**src/rtl/pipelined_carry_increment_adder_if.sv**
```systemverilog
// Stream bundle for the pipelined carry-increment adder/subtractor.
// The master drives operands and downstream ready; the slave returns the result.
interface pipelined_carry_increment_adder_if #(
    parameter int unsigned N = 32
);
    logic [N-1:0] in1;
    logic [N-1:0] in2;
    logic         cin;
    logic         sub;
    logic         inValid;
    logic         inReady;
    logic [N-1:0] sum;
    logic         cout;
    logic         overflow;
    logic         outValid;
    logic         outReady;

    modport master (
        output in1, in2, cin, sub, inValid, outReady,
        input  inReady, sum, cout, overflow, outValid
    );

    modport slave (
        input  in1, in2, cin, sub, inValid, outReady,
        output inReady, sum, cout, overflow, outValid
    );
endinterface

```
**src/rtl/pipelined_carry_increment_adder.sv**
```systemverilog
// Two-stage carry-increment adder/subtractor: stage 1 ripples K independent blocks,
// stage 2 resolves inter-block carries by incrementing blocks and registers the result.
module pipelined_carry_increment_adder #(
    parameter int unsigned N     = 32,
    parameter int unsigned BLOCK = 8
) (
    input logic clk,
    input logic rst_n,
    pipelined_carry_increment_adder_if.slave bus
);
    localparam int unsigned K  = N / BLOCK;
    localparam int unsigned BW = BLOCK + 1;

    typedef struct packed {
        logic [N-1:0] s;      // per-block ripple sums
        logic [K-1:0] g;      // per-block carry out
        logic [K-1:0] p;      // per-block sum is all ones
        logic         a_msb;
        logic         b_msb;
    } stage1_t;

    if ((N % BLOCK) != 0 || BLOCK < 2) begin : g_bad_cfg
        $error("N must be a multiple of BLOCK and BLOCK must be at least 2");
    end

    logic [N-1:0] b_eff;
    logic         c0;
    stage1_t      s1_d;
    stage1_t      s1_q;
    logic         s1_valid;
    logic         out_valid;
    logic         in_ready;
    logic         s1_load;
    logic         s2_load;
    logic [K:0]   k;
    logic [N-1:0] sum_d;
    logic         ovf_d;
    logic [N-1:0] sum_q;
    logic         cout_q;
    logic         ovf_q;

    // Stage 1: independent ripple per block; only block 0 sees the real carry-in
    always_comb begin
        logic [BLOCK:0] blk;
        blk   = '0;
        s1_d  = '0;
        b_eff = bus.sub ? ~bus.in2 : bus.in2;
        c0    = bus.sub | bus.cin;
        for (int i = 0; i < int'(K); i++) begin
            blk = BW'(bus.in1[i*BLOCK +: BLOCK]) + BW'(b_eff[i*BLOCK +: BLOCK])
                + BW'((i == 0) ? c0 : 1'b0);
            s1_d.s[i*BLOCK +: BLOCK] = blk[BLOCK-1:0];
            s1_d.g[i]                = blk[BLOCK];
            s1_d.p[i]                = &blk[BLOCK-1:0];
        end
        s1_d.a_msb = bus.in1[N-1];
        s1_d.b_msb = b_eff[N-1];
    end

    // Stage 2: carry into block 0 is zero, so block 0 passes through unchanged
    always_comb begin
        k     = '0;
        sum_d = '0;
        for (int i = 0; i < int'(K); i++) begin
            sum_d[i*BLOCK +: BLOCK] = s1_q.s[i*BLOCK +: BLOCK] + BLOCK'(k[i]);
            k[i+1]                  = s1_q.g[i] | (s1_q.p[i] & k[i]);
        end
        ovf_d = (s1_q.a_msb == s1_q.b_msb) & (sum_d[N-1] != s1_q.a_msb);
    end

    assign s2_load  = s1_valid & (~out_valid | bus.outReady);
    assign in_ready = ~s1_valid | ~out_valid | bus.outReady;
    assign s1_load  = bus.inValid & in_ready;

    // Stage-1 payload is not reset; s1_valid qualifies it
    always_ff @(posedge clk) begin
        if (s1_load) begin
            s1_q <= s1_d;
        end
    end

    always_ff @(posedge clk or negedge rst_n) begin
        if (!rst_n) begin
            s1_valid  <= 1'b0;
            out_valid <= 1'b0;
            sum_q     <= '0;
            cout_q    <= 1'b0;
            ovf_q     <= 1'b0;
        end else begin
            if (s1_load) begin
                s1_valid <= 1'b1;
            end else if (s2_load) begin
                s1_valid <= 1'b0;
            end

            if (s2_load) begin
                out_valid <= 1'b1;
                sum_q     <= sum_d;
                cout_q    <= k[K];
                ovf_q     <= ovf_d;
            end else if (bus.outReady) begin
                out_valid <= 1'b0;
            end
        end
    end

    assign bus.inReady  = in_ready;
    assign bus.sum      = sum_q;
    assign bus.cout     = cout_q;
    assign bus.overflow = ovf_q;
    assign bus.outValid = out_valid;
endmodule
```
**src/flat_wrapper.sv**
```systemverilog
// flat-port wrapper written by rule: the top's interface ports become plain ports
module pipelined_carry_increment_adder_flat 
#(
    parameter int unsigned N     = 32,
    parameter int unsigned BLOCK = 8
)
  (clk, rst_n, bus_in1, bus_in2, bus_cin, bus_sub, bus_inValid, bus_outReady, bus_inReady, bus_sum, bus_cout, bus_overflow, bus_outValid);
  pipelined_carry_increment_adder_if #(.N(N)) bus_i ();
  input logic clk;
  input logic rst_n;
  input wire logic [$bits(bus_i.in1)-1:0] bus_in1;
  input wire logic [$bits(bus_i.in2)-1:0] bus_in2;
  input wire logic [$bits(bus_i.cin)-1:0] bus_cin;
  input wire logic [$bits(bus_i.sub)-1:0] bus_sub;
  input wire logic [$bits(bus_i.inValid)-1:0] bus_inValid;
  input wire logic [$bits(bus_i.outReady)-1:0] bus_outReady;
  output wire logic [$bits(bus_i.inReady)-1:0] bus_inReady;
  output wire logic [$bits(bus_i.sum)-1:0] bus_sum;
  output wire logic [$bits(bus_i.cout)-1:0] bus_cout;
  output wire logic [$bits(bus_i.overflow)-1:0] bus_overflow;
  output wire logic [$bits(bus_i.outValid)-1:0] bus_outValid;
  assign bus_i.in1 = bus_in1;
  assign bus_i.in2 = bus_in2;
  assign bus_i.cin = bus_cin;
  assign bus_i.sub = bus_sub;
  assign bus_i.inValid = bus_inValid;
  assign bus_i.outReady = bus_outReady;
  assign bus_inReady = bus_i.inReady;
  assign bus_sum = bus_i.sum;
  assign bus_cout = bus_i.cout;
  assign bus_overflow = bus_i.overflow;
  assign bus_outValid = bus_i.outValid;
  pipelined_carry_increment_adder #(.N(N), .BLOCK(BLOCK)) u_core (.clk(clk), .rst_n(rst_n), .bus(bus_i));
endmodule
```
**config.mk**
```make
export PLATFORM = sky130hd
export DESIGN_NAME = pipelined_carry_increment_adder_flat
export DESIGN_NICKNAME = d
export VERILOG_FILES = /design/src/rtl/pipelined_carry_increment_adder_if.sv /design/src/rtl/pipelined_carry_increment_adder.sv /design/src/flat_wrapper.sv
export SDC_FILE = /design/constraint.sdc
export NUM_CORES = 1
export LEC_CHECK = 0
export BUFFER_PORTS_ARGS = -buffer_cell sky130_fd_sc_hd__buf_2
export CAP_MARGIN = 10
export CELL_PAD_IN_SITES_DETAIL_PLACEMENT = 0
export CELL_PAD_IN_SITES_GLOBAL_PLACEMENT = 2
export CORE_ASPECT_RATIO = 1.25
export CORE_MARGIN = 2
export CORE_UTILIZATION = 39
export CTS_BUF_LIST = sky130_fd_sc_hd__clkbuf_4 sky130_fd_sc_hd__clkbuf_8
export DETAILED_ROUTE_END_ITERATION = 6
export GPL_TIMING_DRIVEN = 1
export PLACE_DENSITY_LB_ADDON = 0.1
export SYNTH_ARGS = -nofsm -noshare
export SYNTH_HDL_FRONTEND = slang
export SYNTH_SLANG_ARGS = --single-unit
```
**constraint.sdc**
```tcl
create_clock -name clk -period 5.9 [get_ports clk]
set_input_delay 1.18 -clock clk [delete_from_list [all_inputs] [get_ports clk]]
set_output_delay 1.18 -clock clk [all_outputs]
set_load 0.01 [all_outputs]
```
* Word-level counts from Yosys, hierarchy flattened *
Cells that the tools add are included.

operators by class
  add/sub/neg operators = 8
  eq/ne operators = 2
  reduce and logical (&&, ||, !) cells = 6
  bitwise logic cells = 16
  muxes and demuxes = 5

operator list
  cell                                    number
  8-bit by 8-bit adder with 9-bit output  4
  32-bit 2-to-1 mux                       1
  32-bit inverter                         1
  8-bit AND reduction                     4
  8-bit by 1-bit adder with 8-bit output  3
  9-bit by 1-bit adder with 9-bit output  1
  1-bit bitwise OR                        7
  1-bit bitwise AND                       6
  1-bit 2-to-1 mux                        4
  2-bit nonzero test                      2
  1-bit inverter                          2
  1-bit == test                           1
  1-bit != test                           1

storage, ports and cells
  input bits = 70
  output and inout port bits = 36
  logic and storage cells = 47
  flip-flop bits (word level) = 78

* Depth between registers and ports, before layout *
Gate-level depths: netlist of the first run.

  depth in word-level cells = 7
  depth in mapped cells = 11
  mapped depth without buffers = 9

* Least setup slack after synthesis of the first run *
Ideal clock, no wire load.

  kind = in2reg
  start point = input port bus_sub
  end point = register u_core.s1_q[16] (netlist name) (data pin)
  cell stages on the path = 11
  path buffers = 2
  slack = 2.462 ns
  arrival time = 3.174 ns
  data required time = 5.636 ns
  library setup time = 0.264 ns
  cells stage by stage = clkbuf_1 -> buf_2 -> xor2_1 -> fa_1 -> inv_1 -> fa_1 -> nor2b_1 -> o21ai_0 -> a21boi_1 -> o221ai_1 -> a21boi_0

RTL lines
  element                 line                                   text
  start: declaration      flat_wrapper.sv:14                     input wire logic [$bits(bus_i.sub)-1:0] bus_sub;
  end signal: assignment  pipelined_carry_increment_adder.sv:78  s1_q <= s1_d;
  end: declaration        pipelined_carry_increment_adder.sv:29  stage1_t s1_q;

==> run summary, run 1 <==
HP Class - reg2reg
CTS tree - done
Worst Path Class, Setup - in2reg
prevailing post-synth register cell - edfxtp_1
worst skew pair latency - 340 ps
Final HPWL DP - 6730 microns
Syn-to-layout area delta - 20.3%
vias per cell - 4.94
critical-path maximum fanout - 33
Die X - 101 microns
vias in the first global route - 3,193
post-CTS setup buffers - 0
Die Area - 0.0127 sq mm
status - completed
Total Power - 1.74 mW
RSZ-0062 raised after global routing - false
CP arrival - 3600 ps
layout cells sized above 1 - 28.0%
cell total after placement - 639
Fin Setup TNS - 0 ps
CP Cell Sequence - buf_2 > xor2_1 > fa_1 > inv_1 > fa_1 > nor2b_1 > o21ai_0 > a21boi_1 > o221ai_1 > a21boi_0
R2R depth - 8
Mapped Area - 0.00459 sq mm
synthesized flop and latch total - 77
CP max stage cell - buf_2
sequential area share after synthesis - 46.5%
CORE AREA - 0.0116 sq mm
crit-path most repeated cell - fa_1
Worst EP required - 5990 ps
Fin. Hold Viols - 0
R2R setup slack - 3860 ps
final non-filler cell total - 655
initial antenna violation count - 0
vias - 3,233
Synth cell types - 46
FILL cells - 1,140
WHS Endpoint - u_core.bus.sum[28]
CTS resizes - 0
number of flops mapped to enable cells by yosys - 41
Total Routing Usage GR - 14.3%
Root Driver - clkbuf_8
# rows - 44
Antenna Cells - 0
clock skew - 6.35 ps
Ports - 106
fin crit period - 3510 ps
Worst Hold Launch - u_core.bus.sum[28]
Final WS setup - 2390 ps
first-pass GRT wire length - 14,300 microns
Final Util - 47.8%
IO Port Bufs - 105
clock sinks - 77
DRT iter0 DRCs - 46
nets@finish - 628
FF+latch area - 0.00213 sq mm
Max H-tree Level - 3
drt wl/cell - 12.9 microns
DRC viols - 0
Mapped Cells - 405
Max VDD drop - 0.147 mV
Post-CTS Hold Buffers - 0
RR Endpoint - u_core.bus.overflow
clock-pin transition on the worst setup and hold timing paths - 80 ps
Mapped Nets - 521
Period Utilization, post-route - 59.5%
hold path cells - 2
routability congestion estimate from global placement - 0.783
MaxCap Viol Count - 0
fmax - 285 MHz
Max transition margin - 36.2%
area of the multi-input gates - 0.00237 sq mm
Bufs on Longest Clock Path - 2
Place WS - 1950 ps
Routed Wire Length - 8480 microns
share of flip-flops with an asynchronous set or reset - 46.8%
Pwr Density - 315 mW/mm^2
Die Span Y - 125 microns
highest-count cells in the layout ignoring fill and taps - buf_2, xor2_1, ha_1, edfxtp_1, dfrtp_1
Crit Reg-Reg Startpoint - u_core.k[1]
most common cell after layout, fill and taps aside - buf_2
yosys warns - 0
P_leak - 2.53 nW
gr ovfl total - 0
startpoint class of the critical path - input pin
CP endpoint kind - flip-flop
post-route ant nets - 0
Final Slew Violations - 0
cts bufs inserted - 9
worst-margin pin slew - 958 ps
Syn Area/Cell - 11.3 sq um
initial core utilization - 39.7%
Setup-failing EPs final - 0
slowest stage delay, CP - 690 ps
largest net degree at the start of global routing - 54
DR pass1 iterations - 4
==> registers in the layout, summed over array words and instances (netlist names) <==
name,count
u_core.s1_q,40
u_core.bus.sum,32
u_core.bus.cout,1
u_core.bus.outValid,1
u_core.bus.overflow,1
u_core.k,1
u_core.s1_valid,1
==> layout make-up <==
type                            instances  area share [%]
Clock buffer                           10            2.49
Clock inverter                          6            2.42
Inverter                               14           0.952
Multi-Input combinational cell        305            42.9
Sequential cell                        77            38.6
Tap cell                              138            3.13
Timing Repair Buffer                  105            9.52
==> layer usage <==
layer  track usage [%]  vias to the layer above  part of all wire (%)  wire length, microns
li1                  -                     1666                     -                     -
met1              17.4                     1491                    44                  3710
met2              24.5                       67                    50                  4270
met3              2.63                        9                   4.2                   353
met4              6.20                        0                   1.7                   143
met5                 0                        -                     0                     0
==> cell usage after synthesis, drive strengths merged (4+ instances only) <==
library cell | number | area, sq um
xor2 | 52 | 455
and4 | 4 | 35.0
clkbuf | 4 | 15.0
ha | 41 | 513
nand3 | 15 | 75.1
nor3 | 5 | 25.0
a21oi | 16 | 80.1
o21ai | 32 | 164
fa | 5 | 100
inv | 14 | 52.6
dfrtp | 36 | 901
nand2b | 7 | 43.8
xnor2 | 15 | 131
mux2 | 15 | 169
buf | 5 | 25.0
nand2 | 32 | 120
nor2 | 12 | 45.0
edfxtp | 41 | 1230
and3 | 10 | 62.6
a21o | 8 | 61.3
==> metrics by stage <==
stage	cell area, sq um	hold WS [ps]
finish	5520	475
global route	5520	493
CTS	5520	481
detailed placement	5250	465
global placement	5250	457
floorplan	4590	455
==> worst max-delay path, delay by kind of cell <==
kind	cells	cell delay, ps
and+or+nand+nor	1	120
adders and majority gates	2	610
buffers and inverters	2	740
AOI/OAI and AO/OA	4	690
xor gates and xnor gates	1	250
==> worst max-delay path by stage <==
stage,cells past startpoint,start,endpoint,slack [ps]
finish,10,bus_sub,u_core.s1_q[16],2390
global route,10,bus_sub,u_core.s1_q[16],2090
CTS,10,bus_sub,u_core.s1_q[16],2330
detailed placement,10,bus_sub,u_core.s1_q[16],1950
global placement,10,bus_sub,u_core.s1_q[16],2030
floorplan,11,bus_sub,u_core.s1_q[16],2460
==> power by group <==
| group | switching [mW] | internal, mW | total [mW] |
|---|---|---|---|
| sequential | 0.0513 | 0.692 | 0.743 |
| clock | 0.188 | 0.335 | 0.523 |
| combinational | 0.254 | 0.220 | 0.474 |
| total | 0.493 | 1.25 | 1.74 |
==> cell families after synthesis <==
kind of cell / synth area share, %
AOI/OAI and AO/OA: 11.0
DFF: 46.5
adders and majority gates: 13.4
xor gates and xnor gates: 12.8
buffers and inverters: 2.02
muxes: 3.90
and+or+nand+nor: 10.5
(Power assumes the default switching activity.)
==> run 2: changes to the inputs <==
Settings changed: CORE_UTILIZATION 39 to 32.
Clock period 5.9 ns to 2.95 ns, I/O delays scaled along.
==> run 2 against run 1 <==
Net effect: clock power increased by 42%; routed wire length increased by 12%; combinational power increased by 100%; non-clock buffer count increased by 6; hold slack got worse by 130 ps; via count increased by 0.84%; global-route usage decreased by 1.4 points; critical path type unchanged; largest cell class unchanged.
==> run summary, run 2 (synthesis gave the netlist of run 1 again) <==
Largest Register - u_core.s1_q
Max H-tree Level - 3 (unchanged)
post-CTS setup buffers - 0 (unchanged)
gr ovfl total - 0 (unchanged)
Post-CTS Hold Buffers - 0 (unchanged)
nets@finish - 634 (+0.96%)
final non-filler cell total - 698 (+6.6%)
CTS resizes - 0 (unchanged)
layout cells sized above 1 - 28.9% (+0.83 points)
Syn-to-layout area delta - 21.0%
CP endpoint kind - flip-flop
highest-count cells in the layout ignoring fill and taps - buf_2, xor2_1, ha_1, edfxtp_1, dfrtp_1
most common cell after layout, fill and taps aside - buf_2
sw power - 993 uW (+100%)
initial antenna violation count - 0 (unchanged)
Max transition margin - 43.6% (+7.4 points)
Fin. Hold Viols - 0 (unchanged)
RSZ-0062 raised after global routing - false
largest net degree at the start of global routing - 37 (-31%)
Setup-failing EPs final - 0 (unchanged)
CORE AREA - 0.0139 sq mm (+21%)
Bufs on Longest Clock Path - 2 (unchanged)
cell total after placement - 682 (+6.7%)
worst-margin pin slew - 847 ps (-111 ps)
fin crit period - 2480 ps
drt wl/cell - 13.6 microns (+4.9%)
Root Driver - clkbuf_8
Worst Setup SP - bus_sub
vias in the first global route - 3,391 (+6.2%)
Crit path depth - 9 (-1)
P_leak - 2.53 nW (about the same)
CP arrival - 2580 ps (-1020 ps)
Max VDD drop - 0.205 mV (+40%)
IO Port Bufs - 105 (unchanged)
slowest stage delay, CP - 320 ps (-370 ps)
CTS tree - done
Internal - 2.21 mW (+78%)
CP Cell Sequence - buf_2 > buf_12 > xor2_1 > ha_1 > a211oi_2 > o211ai_1 > a221o_1 > xor2_1 > and4_1
cts bufs inserted - 9 (unchanged)
Post-DP Area - 0.00537 sq mm (+2.2%)
CP top delay family - compound AO/OA/AOI/OAI gates
Routed Wire Length - 9480 microns (+12%)
Die X - 111 microns (+10%)
number of flip-flops in the largest register - 40 (unchanged)
CP max stage cell - a221o_1
Flop pwr share - 46.6% (+3.9 points)
startpoint class of the critical path - input pin
clock sinks - 77 (unchanged)
Ports - 106 (unchanged)
FILL cells - 1,398 (+23%)
Fin Setup TNS - 0 ps (unchanged)
Pwr Density - 578 mW/mm^2 (+83%)
WP buf/inv - 2 (unchanged)
first-pass GRT wire length - 15,800 microns (+11%)
post-route ant nets - 0 (unchanged)
clock power share - 23.2% (-6.9 points)
Final HPWL DP - 7510 microns (+12%)
Period Utilization, post-route - 84.0%
Worst EP required - 3050 ps (-2940 ps)
fmax - 403 MHz
Die Area - 0.0153 sq mm (+21%)
R2R setup slack - 880 ps (-2980 ps)
HP Class - in2async
Final Slew Violations - 0 (unchanged)
Final Cell Area - 0.00555 sq mm (+0.52%)
RR Endpoint - u_core.bus.overflow
# rows - 48 (+9.1%)
initial core utilization - 32.9% (-6.8 points)
worst skew pair latency - 340 ps (about the same)
R2R depth - 8 (unchanged)
clock-pin transition on the worst setup and hold timing paths - 80 ps (about the same)
combinational share of power - 30.3% (+3.1 points)
vias per cell - 4.67 (-5.4%)
vias - 3,260 (+0.84%)
Final Util - 39.8% (-7.9 points)
DRC viols - 0 (unchanged)
routability congestion estimate from global placement - 0.771 (-1.5%)
switching share of total power - 31.0% (+2.6 points)
Antenna Cells - 0 (unchanged)
Die Span Y - 138 microns (+10%)
crit-path most repeated cell - xor2_1
CP endpoint - u_core.s1_q[4]
status - completed
MaxCap Viol Count - 0 (unchanged)
Crit Reg-Reg Startpoint - u_core.k[1]
Worst Path Class, Setup - in2reg
DRT iter0 DRCs - 71 (+54%)
DR pass1 iterations - 4 (unchanged)
Total Routing Usage GR - 12.9% (-1.4 points)
clock skew - 11.7 ps (+5.32 ps)
critical-path maximum fanout - 23 (-30%)
-- run 2: cell types whose count changed in the layout (fill, tap and decap cells not counted), sizes merged --
cell and delta:
buf +6, clkbuf +4, bufinv -4
-- run 2: worst min-delay path by stage --
stage	startpoint	endpoint	cells past startpoint
final	rst_n	u_core.bus.outValid	1
after global routing	rst_n	u_core.bus.outValid	1
after CTS	rst_n	u_core.bus.overflow	1
after detailed placement	u_core.bus.cout	u_core.bus.cout	2
after global placement	u_core.s1_q[14]	u_core.bus.sum[4]	1
after floorplan	rst_n	u_core.bus.cout	0
-- run 2: power by group through the flow --
stage	clock network [mW]	logic, mW	registers (mW)
floorplan	0	0.571	1.56
global placement	0	0.988	1.51
detailed placement	0	0.990	1.52
CTS	0.771	0.995	1.50
global route	0.812	1.11	1.52
finish	0.743	0.971	1.49
-- run 2: layout make-up --
cell class | count | area, sq um | share of cell area, %
clock buffer | 14 | 174 | 3.13
clock inverter | 2 | 10.0 | 0.180
inverter | 14 | 52.6 | 0.947
multi-input combinational | 305 | 2370 | 42.7
sequential | 77 | 2130 | 38.4
tap | 175 | 219 | 3.94
timing repair buffer | 111 | 596 | 10.7
-- run 2: layer usage --
metal  vias to the layer above  GRT usage [%]  wire, microns
li1                       1676              -              -
met2                        63           23.2           4750
met4                         0           5.14            144
met1                      1511           15.6           4230
met3                        10           2.19            349
met5                         -              0              0
-- run 2: stage by stage --
step / hold WS (ps) / setup WS, ps / total power, mW
2_1_floorplan: 294 / 102 / 2.13
3_3_place_gp: 458 / 106 / 2.50
3_5_place_dp: 466 / 79.3 / 2.51
4_1_cts: 386 / 455 / 3.27
5_1_grt: 416 / 276 / 3.44
6_report: 341 / 472 / 3.21
==> run 3: changes to the inputs <==
Settings changed: ABC_AREA from default to 1, CORE_UTILIZATION 32 to 34.
Clock period 2.95 ns to 2.3 ns, I/O delays scaled along.
==> run 3 against run 2 <==
Net effect: via count up 21%; flip-flop and latch count unchanged; sequential share of layout area down 3.6 points; highest routed layer unchanged; synthesized area up 6.6%; clock power up 52%; global-route usage up 1.6 points; count of clock-buffer cells in the layout down 4; clock skew down 4.0 ps; routed wire length up 13%; sequential power up 26%.
==> run summary, run 3 <==
worst skew pair latency - 340 ps (about the same)
nets@finish - 825 (+30%)
Mapped Cells - 565 (+40%)
Max H-tree Level - 3 (unchanged)
Post-CTS Hold Buffers - 1 (+1)
Synth top area share - 25.2% (-1.7 points)
synthesized flop and latch total - 77 (unchanged)
status - completed
Total Routing Usage GR - 14.5% (+1.6 points)
slowest stage delay, CP - 370 ps (+50 ps)
Largest Register - u_core.s1_q
DRT iter0 DRCs - 150 (+110%)
R2R setup slack - 420 ps (-460 ps)
first-pass GRT wire length - 18,400 microns (+16%)
Fin Setup TNS - 0 ps (unchanged)
Root Driver - clkbuf_8
Post-synth top cells - nand2_1, inv_1, xor2_1
Routed Wire Length - 10,700 microns (+13%)
post-route ant nets - 0 (unchanged)
cts bufs inserted - 9 (unchanged)
share of flip-flops with an asynchronous set or reset - 46.8% (unchanged)
sequential area share after synthesis - 43.6% (-2.9 points)
Worst Path Class, Setup - in2reg
initial core utilization - 34.4% (+1.5 points)
vias in the first global route - 4,026 (+19%)
clock sinks - 77 (unchanged)
largest area contributor in the netlist - edfxtp_1
Ports - 106 (unchanged)
Period Utilization, post-route - 91.1%
Antenna Cells - 0 (unchanged)
Crit Reg-Reg Startpoint - u_core.k[1]
HP Class - in2reg
Worst Hold Launch - bus_in1[31]
drt wl/cell - 12.0 microns (-11%)
CP top delay family - adder cells
Final HPWL DP - 8810 microns (+17%)
final non-filler cell total - 892 (+28%)
MaxCap Viol Count - 0 (unchanged)
most common cell in the netlist - nand2_1
Die Span Y - 138 microns (+0.16%)
clock skew - 7.64 ps (-4.03 ps)
Syn Area/Cell - 8.66 sq um (-24%)
Bufs on Longest Clock Path - 2 (unchanged)
Max transition margin - 70.5% (+27 points)
number of flops mapped to enable cells by yosys - 41 (unchanged)
most common cell after layout, fill and taps aside - nand2_1
top cells by area, synth - edfxtp_1, dfrtp_1, nand2_1
CP arrival - 2200 ps (-380 ps)
RR Endpoint - u_core.bus.sum[30]
cell total after placement - 875 (+28%)
critical-path maximum fanout - 11 (-52%)
metal1 wirelength - 4560 microns (+7.7%)
R2R depth - 8 (unchanged)
number of flip-flops in the largest register - 40 (unchanged)
Fin. Hold Viols - 0 (unchanged)
P_leak - 3.18 nW (+26%)
# rows - 49 (+2.1%)
vias - 3,953 (+21%)
IO Port Bufs - 105 (unchanged)
Die Area - 0.0154 sq mm (+0.31%)
fin crit period - 2090 ps
CORE AREA - 0.0142 sq mm (+2.1%)
Final Slew Violations - 0 (unchanged)
Mapped Area - 0.00489 sq mm (+6.6%)
clock-pin transition on the worst setup and hold timing paths - 80 ps (about the same)
Max VDD drop - 0.344 mV (+67%)
hold path cells - 1
DRC viols - 0 (unchanged)
prevailing post-synth register cell - edfxtp_1
vias per cell - 4.43 (-5.1%)
gr ovfl total - 0 (unchanged)
CTS tree - done
largest net degree at the start of global routing - 42 (+14%)
WP buf/inv - 3 (+1)
Die X - 111 microns (+0.16%)
Top Metal Used - met4
initial antenna violation count - 0 (unchanged)
Mapped Nets - 681 (+31%)
met3 WL - 426 microns (+22%)
RSZ-0062 raised after global routing - false
CP Cell Sequence - buf_2 > xor2_1 > ha_1 > inv_1 > fa_1 > inv_1 > nand3_1 > nand2_1 > a21oi_2 > xor2_1 > nor2_1
routability congestion estimate from global placement - 0.779 (+1.1%)
CP max stage cell - fa_1
Crit path depth - 11 (+2)
Setup-failing EPs final - 0 (unchanged)
yosys warns - 0 (unchanged)
worst-margin pin slew - 442 ps (-405 ps)
WHS Endpoint - u_core.s1_q[1]
CP endpoint kind - flip-flop
Worst EP required - 2400 ps (-650 ps)
Synth cell types - 32 (-30%)
routed length on met2 - 5630 microns (+18%)
CTS resizes - 0 (unchanged)
Pwr Density - 712 mW/mm^2 (+23%)
Syn-to-layout area delta - 25.2%
highest-count cells in the layout ignoring fill and taps - nand2_1, buf_2, inv_1
post-CTS setup buffers - 0 (unchanged)
DR pass1 iterations - 4 (unchanged)
startpoint class of the critical path - input pin
layout cells sized above 1 - 23.7% (-5.2 points)
fmax - 477 MHz
run 3: cell types whose count changed in the layout (fill, tap and decap cells not counted), moves of 15 or more:
cell / change
buf_4: +31
inv_1: +55
mux2_2: -15
nand2_1: +147
nand3_1: +22
o21ai_0: -17
run 3: power breakdown:
part	internal (mW)	total, mW	switching [mW]
sequential	1.74	1.87	0.130
clock	0.624	1.13	0.503
combinational	0.606	1.36	0.759
total	2.97	4.36	1.39
run 3: metrics by stage:
stage / total power, mW / hold slack, ps / area [sq um] / setup slack (ps) / utilization, %
3_5_place_dp: 3.29 / 342 / 5900 / -183 / 41.5
3_3_place_gp: 3.28 / 337 / 5900 / -121 / 41.5
6_report: 4.36 / 312 / 6130 / 206 / 43.1
4_1_cts: 4.44 / 286 / 6130 / 194 / 43.1
5_1_grt: 4.70 / 286 / 6130 / 0.283 / 43.1
2_1_floorplan: 2.72 / 164 / 4900 / -13.6 / -
run 3: final cells by class:
type | count | area [sq um]
Fill cell | 1496 | 8100
Multi-Input combinational cell | 408 | 2450
Sequential cell | 77 | 2130
Timing Repair Buffer | 143 | 838
Inverter | 70 | 263
Tap cell | 178 | 223
Clock buffer | 10 | 131
Clock inverter | 6 | 87.6
run 3: worst reg2reg max path, delay by kind of cell (launching register included):
| family | cells | cell delay, ps |
|---|---|---|
| flip-flops | 1 | 390 |
| AND/OR/NAND/NOR | 3 | 500 |
| AO/OA/AOI/OAI | 3 | 540 |
| adder cells (fa/ha/maj) | 2 | 380 |
run 3: worst max path at each step:
| stage | start | to | slack, ps |
|---|---|---|---|
| final | bus_sub | u_core.s1_q[5] | 210 |
| after CTS | bus_sub | u_core.s1_q[4] | 190 |
| after global placement | bus_sub | u_core.s1_q[5] | -120 |
| after global routing | bus_sub | u_core.s1_q[4] | 0.3 |
| after floorplan | bus_sub | u_core.s1_q[5] | -10 |
| after detailed placement | bus_sub | u_core.s1_q[3] | -180 |
run 3: routing by layer:
metal	GRT usage, %	vias to the layer above
met5	0	-
met1	17.0	1753
met3	2.19	8
met4	4.87	0
met2	27.0	75
li1	-	2117
run 3: cell families after synthesis:
group | synth area share (%)
AND/OR/NAND/NOR | 23.3
XOR/XNOR | 8.77
buffers and inverters | 6.44
adder cells (fa/ha/maj) | 12.5
AO/OA/AOI/OAI | 5.35
flip-flops | 43.6
